[config.mk]
export PLATFORM = sky130hd
export DESIGN_NAME = muldiv_unit
export DESIGN_NICKNAME = d
export VERILOG_FILES = /design/src/rtl/muldiv_pkg.sv /design/src/rtl/muldiv_sign_fix.sv /design/src/rtl/muldiv_unit.sv
export SDC_FILE = /design/constraint.sdc
export NUM_CORES = 1
export LEC_CHECK = 0
export ABC_AREA = 1
export BUFFER_PORTS_ARGS = -buffer_cell sky130_fd_sc_hd__buf_2
export CAP_MARGIN = 40
export CORE_MARGIN = 1.5
export CORE_UTILIZATION = 45
export CTS_CLUSTER_DIAMETER = 100
export DETAILED_ROUTE_END_ITERATION = 7
export GPL_TIMING_DRIVEN = 0
export PLACE_DENSITY = 0.64
export SKIP_CTS_REPAIR_TIMING = 1
export SLEW_MARGIN = 20
export SYNTH_ARGS = -nofsm -noshare
export SYNTH_HDL_FRONTEND = slang
export SYNTH_SLANG_ARGS = --single-unit
[constraint.sdc]
create_clock -name clk -period 6.4 [get_ports clk]
set_input_delay 0 -clock clk [delete_from_list [all_inputs] [get_ports clk]]
set_output_delay 0 -clock clk [all_outputs]
set_load 0.02 [all_outputs]
[src/rtl/muldiv_pkg.sv]
// Shared encodings for the EX-stage iterative multiply/divide unit and the
// HI/LO forwarding path that consumes its result.
package muldiv_pkg;

    localparam int XLEN = 32;

    localparam logic [1:0] MD_MULT  = 2'b00;
    localparam logic [1:0] MD_MULTU = 2'b01;
    localparam logic [1:0] MD_DIV   = 2'b10;
    localparam logic [1:0] MD_DIVU  = 2'b11;

    localparam logic [1:0] ST_IDLE = 2'd0;
    localparam logic [1:0] ST_RUN  = 2'd1;
    localparam logic [1:0] ST_DONE = 2'd2;

    // Destination code that steers EX_MEM_prod into the HI/LO forwarding mux.
    localparam logic [5:0] HILO_DEST = 6'd34;

    // Per-instruction control captured at acceptance.
    typedef struct packed {
        logic [1:0] op;
        logic       sign_a;
        logic       sign_b;
        logic       div_zero;
    } md_ctl_t;

endpackage

[src/rtl/muldiv_sign_fix.sv]
// Turns the unsigned magnitude result into the architectural HI/LO value:
// sign correction for MULT/DIV and the all-ones quotient on a zero divisor.
module muldiv_sign_fix #(
    parameter int XLEN = 32
) (
    input  logic [2*XLEN-1:0] raw,
    input  logic              sign_a,
    input  logic              sign_b,
    input  logic [1:0]        op,
    input  logic              div_zero,
    output logic [2*XLEN-1:0] result
);
    import muldiv_pkg::*;

    logic [XLEN-1:0] q;
    logic [XLEN-1:0] r;

    always_comb begin
        q      = raw[XLEN-1:0];
        r      = raw[2*XLEN-1:XLEN];
        result = raw;
        case (op)
            MD_MULT: begin
                if (sign_a ^ sign_b) result = -raw;
            end
            MD_DIV: begin
                // Remainder follows the dividend, so a zero divisor returns a unchanged.
                if (div_zero)             q = '1;
                else if (sign_a ^ sign_b) q = -q;
                if (sign_a)               r = -r;
                result = {r, q};
            end
            MD_DIVU: begin
                if (div_zero) q = '1;
                result = {r, q};
            end
            default: result = raw;
        endcase
    end

endmodule

[src/rtl/muldiv_unit.sv]
// Radix-2 iterative MULT/MULTU/DIV/DIVU for the EX stage; stalls the front of
// the pipeline for XLEN+1 cycles and presents {HI,LO} on prod with done.
module muldiv_unit #(
    parameter int XLEN = muldiv_pkg::XLEN
) (
    input  logic              clk,
    input  logic              rst_n,
    input  logic              start,
    input  logic [1:0]        op,
    input  logic [XLEN-1:0]   a,
    input  logic [XLEN-1:0]   b,
    input  logic              flush,
    output logic              busy,
    output logic              done,
    output logic              stall_req,
    output logic [2*XLEN-1:0] prod
);
    import muldiv_pkg::*;

    localparam int CW = $clog2(XLEN);

    logic [1:0]        state;
    logic [CW-1:0]     cnt;
    md_ctl_t           ctl;
    logic [XLEN-1:0]   opd;
    logic [2*XLEN-1:0] acc;
    logic [XLEN:0]     rem;
    logic [XLEN-1:0]   quo;

    logic              is_signed;
    logic              sa;
    logic              sb;
    logic [XLEN-1:0]   mag_a;
    logic [XLEN-1:0]   mag_b;

    logic [XLEN:0]     mul_sum;
    logic [2*XLEN-1:0] acc_nxt;
    logic [XLEN+1:0]   div_shift;
    logic [XLEN+1:0]   div_trial;
    logic [XLEN:0]     rem_nxt;
    logic [XLEN-1:0]   quo_nxt;
    logic [2*XLEN-1:0] raw;
    logic [2*XLEN-1:0] fixed;

    assign is_signed = (op == MD_MULT) || (op == MD_DIV);
    assign sa        = is_signed & a[XLEN-1];
    assign sb        = is_signed & b[XLEN-1];
    assign mag_a     = sa ? -a : a;
    assign mag_b     = sb ? -b : b;

    // Multiply: acc = {partial product, remaining multiplier bits}, shifted right each step.
    assign mul_sum = {1'b0, acc[2*XLEN-1:XLEN]} + {1'b0, (acc[0] ? opd : '0)};
    assign acc_nxt = {mul_sum, acc[XLEN-1:1]};

    // Divide: restoring step; the top bit of the trial difference is the borrow.
    assign div_shift = {rem, quo[XLEN-1]};
    assign div_trial = div_shift - {2'b00, opd};
    assign rem_nxt   = div_trial[XLEN+1] ? div_shift[XLEN:0] : div_trial[XLEN:0];
    assign quo_nxt   = {quo[XLEN-2:0], ~div_trial[XLEN+1]};

    assign raw = ctl.op[1] ? {rem_nxt[XLEN-1:0], quo_nxt} : acc_nxt;

    muldiv_sign_fix #(.XLEN(XLEN)) u_sign_fix (
        .raw      (raw),
        .sign_a   (ctl.sign_a),
        .sign_b   (ctl.sign_b),
        .op       (ctl.op),
        .div_zero (ctl.div_zero),
        .result   (fixed)
    );

    always_ff @(posedge clk or negedge rst_n) begin
        if (!rst_n) begin
            state <= ST_IDLE;
            cnt   <= '0;
            ctl   <= '0;
            opd   <= '0;
            acc   <= '0;
            rem   <= '0;
            quo   <= '0;
            prod  <= '0;
            done  <= 1'b0;
        end else begin
            done <= 1'b0;
            case (state)
                ST_IDLE: begin
                    if (start && !flush) begin
                        ctl.op       <= op;
                        ctl.sign_a   <= sa;
                        ctl.sign_b   <= sb;
                        ctl.div_zero <= (b == '0);
                        opd          <= op[1] ? mag_b : mag_a;
                        acc          <= {{XLEN{1'b0}}, mag_b};
                        quo          <= mag_a;
                        rem          <= '0;
                        cnt          <= CW'(XLEN - 1);
                        state        <= ST_RUN;
                    end
                end
                ST_RUN: begin
                    if (flush) begin
                        state <= ST_IDLE;
                    end else begin
                        acc <= acc_nxt;
                        rem <= rem_nxt;
                        quo <= quo_nxt;
                        if (cnt == '0) begin
                            prod  <= fixed;
                            done  <= 1'b1;
                            state <= ST_DONE;
                        end else begin
                            cnt <= cnt - 1'b1;
                        end
                    end
                end
                // start is still high here for the same instruction; never re-accept it.
                ST_DONE: state <= ST_IDLE;
                default: state <= ST_IDLE;
            endcase
        end
    end

    assign busy      = (state == ST_RUN);
    assign stall_req = rst_n & (((state == ST_IDLE) & start & ~flush) | (state == ST_RUN));

endmodule

==> impl_metrics.env <==
export IMPL_status="finished with violations"
export IMPL_violations="hold timing"
export IMPL_core_area_sq_um=46400
export IMPL_syn_cell_area_sq_um=21000
export IMPL_crit_path_cell_trace="inv_1 > ha_1 > a21oi_2 > nor2_1 > o21ai_1 > nand2_1 > a21oi_4 > nand2_4 > nand2_4 > buf_2 > nand3_1 > nand3_1 > nand2_1 > inv_2 > ha_1 > nand3_2 > nor2_2 > inv_1 > o21ai_2 > nor2_1 > nor3_1 > a21oi_1"
export IMPL_start_kind="register"
export IMPL_worst_skew_pair_late_latency_ns=0.63
export IMPL_clockBufferDepth=3
export IMPL_wl_per_cell_um=21.3
export IMPL_synthCells=3389
export IMPL_rrSetupSlack_ns=1.39
export IMPL_grt_overflow_total=0
export IMPL_boundaryPins=137
export IMPL_setup_violations=0
export IMPL_crit_path_start="opd[26]"
export IMPL_hold_path_class="in2async"
export IMPL_clk_pin_slew_ns=0.06
export IMPL_drive_gt1_share_pct=7.82
export IMPL_cp_slowest_cell="dfrtp_1"
export IMPL_postLayoutCellArea_sq_um=24500
export IMPL_timing_max_cap_violations=0
export IMPL_grt_pass1_wl_um=133000
export IMPL_leakage_nw=12.6
export IMPL_rows=79
export IMPL_root_buffer="clkbuf_16"
export IMPL_gp_congestion=1.05
export IMPL_fin_total_pwr_mw=11.6
export IMPL_dieArea_sq_um=48000
export IMPL_yosysTopAreaCell="dfrtp_1"
export IMPL_r2r_end="prod[46]"
export IMPL_rsz0062_at_grt="no"
export IMPL_gr_usage_all_layers_pct=37.3
export IMPL_hold_violations=78
export IMPL_ys_async_sr_fraction_pct=100
export IMPL_critPathMaxStageDelay_ns=0.55
export IMPL_hold_slack_ns=-0.0678
export IMPL_cp_arrival_ns=5.47
export IMPL_synth_edff_count=0
export IMPL_start_util_pct=45.4
export IMPL_synthTopCellsByCount="nand2_1, inv_1, nor2_1"
export IMPL_ys_warn_count=0
export IMPL_place_area_sq_um=22600
export IMPL_synth_area_per_cell_sq_um=6.21
export IMPL_dpl_cell_count=4138
export IMPL_ant_nets=0
export IMPL_reg2regPathDepth=22
export IMPL_fin_cells=4277
export IMPL_cts_buffers=30
export IMPL_tightest_slew_ns=0.886
export IMPL_avgViaCountPerCell=5.69
export IMPL_grt_max_degree=86
export IMPL_path_class="reg2reg"
export IMPL_fin_crit_sh_pct=78.3
export IMPL_dpl_hpwl_um=73500
export IMPL_synth_distinct_cells=56
export IMPL_grt_pass1_vias=22600
export IMPL_syn_num_nets=3530
export IMPL_r2r_start="opd[26]"
export IMPL_io_buffer_count=136
export IMPL_via_count=24400
export IMPL_setup_worst_path_end_class="register"
export IMPL_maxSlewViolCount=0
export IMPL_relSlewSlack_pct=40.3
export IMPL_worstSetupEndpoint="prod[46]"
export IMPL_drtIter0Drc=2413
export IMPL_ir_drop_mv=0.322
export IMPL_fmax_ghz=0.200
export IMPL_areaGrowthSynthToFinish_pct=16.3
export IMPL_routed_wl_um=91000
export IMPL_power_density_nw_per_um2=474
export IMPL_cp_max_fo=10
export IMPL_yosysSeqAreaShare_pct=28.3
export IMPL_antenna_found_initial=2
export IMPL_dr_pass1_iters=6
export IMPL_synth_seq_cells=238
export IMPL_cts_tree="yes"
export IMPL_die_h_um=219
export IMPL_tns_ns=0
export IMPL_drc=0
export IMPL_synth_top_cell_area_share_pct=28.3
export IMPL_clock_sinks=238
export IMPL_fin_skew_ns=0.0485
export IMPL_cp_required_ns=6.86
export IMPL_nets=3787
export IMPL_htreeDepth=1
export IMPL_synth_most_common_cell="nand2_1"
export IMPL_min_period_ns=5.01
export IMPL_ys_flop_type="dfrtp_1"
export IMPL_die_x_um=219
export IMPL_synth_area_leaders="dfrtp_1, nand2_1, inv_1"
critical path, delay by kind of cell (launching register included):
kind | cells | cell delay, ns
AO/OA/AOI/OAI | 5 | 0.96
AND/OR/NAND/NOR | 11 | 1.87
flip-flops | 1 | 0.55
adder cells (fa/ha/maj) | 2 | 0.68
buffers and inverters | 4 | 0.77
registers in the layout, summed over array words and instances (netlist names):
signal and cells:
rem 33, ctl 5, cnt 5, prod 64
state 2, acc 64, done 1, quo 32
opd 32
placed cells by master (no fill, tap or decap), types with 18 or more instances in the layout:
| cell | netlist | routed |
|---|---|---|
| nand2_1 | 960 | 960 |
| inv_1 | 455 | 455 |
| nor2_1 | 357 | 357 |
| o21ai_0 | 261 | 261 |
| nand3_1 | 238 | 238 |
| dfrtp_1 | 238 | 238 |
| a21oi_1 | 218 | 218 |
| buf_2 | 14 | 150 |
| clkbuf_1 | 99 | 104 |
| dlygate4sd3_1 | 0 | 83 |
| ha_1 | 69 | 69 |
| xor2_1 | 61 | 61 |
| o211ai_1 | 59 | 59 |
| nor3_1 | 48 | 48 |
| xnor2_1 | 40 | 40 |
| clkbuf_16 | 0 | 30 |
| nand4_1 | 26 | 26 |
| o22ai_1 | 20 | 20 |
| o221ai_1 | 19 | 19 |
| nand2_2 | 18 | 18 |
per-layer routing:
metal / track usage (%) / routed length [um] / up-vias
met5: 0 / 15 / -
met4: 24.7 / 7020 / 2
met3: 5.78 / 7270 / 333
met2: 60.3 / 41200 / 1228
met1: 46.0 / 35500 / 11300
li1: - / - / 11500
cell type report:
type / count / area [sq um]
Antenna cell: 1 / 2.50
Buffer: 131 / 547
Clock buffer: 41 / 852
Clock inverter: 14 / 211
Fill cell: 4861 / 21900
Inverter: 468 / 1760
Multi-Input combinational cell: 2552 / 12800
Sequential cell: 238 / 5960
Tap cell: 607 / 759
Timing Repair Buffer: 225 / 1600
report_power, final:
part	internal, mW	total, mW	switching [mW]
combinational	2.19	7.48	5.29
sequential	1.87	2.27	0.400
clock	1.10	1.84	0.744
metrics by stage:
stage	util (%)	worst slack (ns)	hold slack, ns
2_1_floorplan	-	3.08	-0.296
3_3_place_gp	48.5	0.786	0.338
3_5_place_dp	48.7	1.69	-0.0143
4_1_cts	51.0	1.63	-0.631
5_1_grt	52.8	1.05	0.00248
6_report	52.8	1.39	-0.0678
worst min-delay path by stage:
stage	from	endpoint	slack (ns)	cells after the start
after CTS	rst_n	rem[28]	-0.63	1
after global placement	b[0]	acc[0]	0.34	3
after floorplan	rst_n	acc[0]	-0.30	0
after detailed placement	rst_n	rem[28]	-0.01	1
after global routing	start	cnt[1]	0.002	5
final	rst_n	rem[28]	-0.07	2
logic make-up (layout without fill, tap and decap cells):
kind of cell	count (synthesis)	count (layout)	synth area share, %
other	0	1	0
XOR/XNOR	101	101	4.21
buffers and inverters	599	879	11.0
AND/OR/NAND/NOR	1715	1715	34.1
flip-flops	238	238	28.3
adder cells (fa/ha/maj)	71	71	4.30
AO/OA/AOI/OAI	665	665	18.1
No activity file was read; power rests on OpenSTA's default activity.
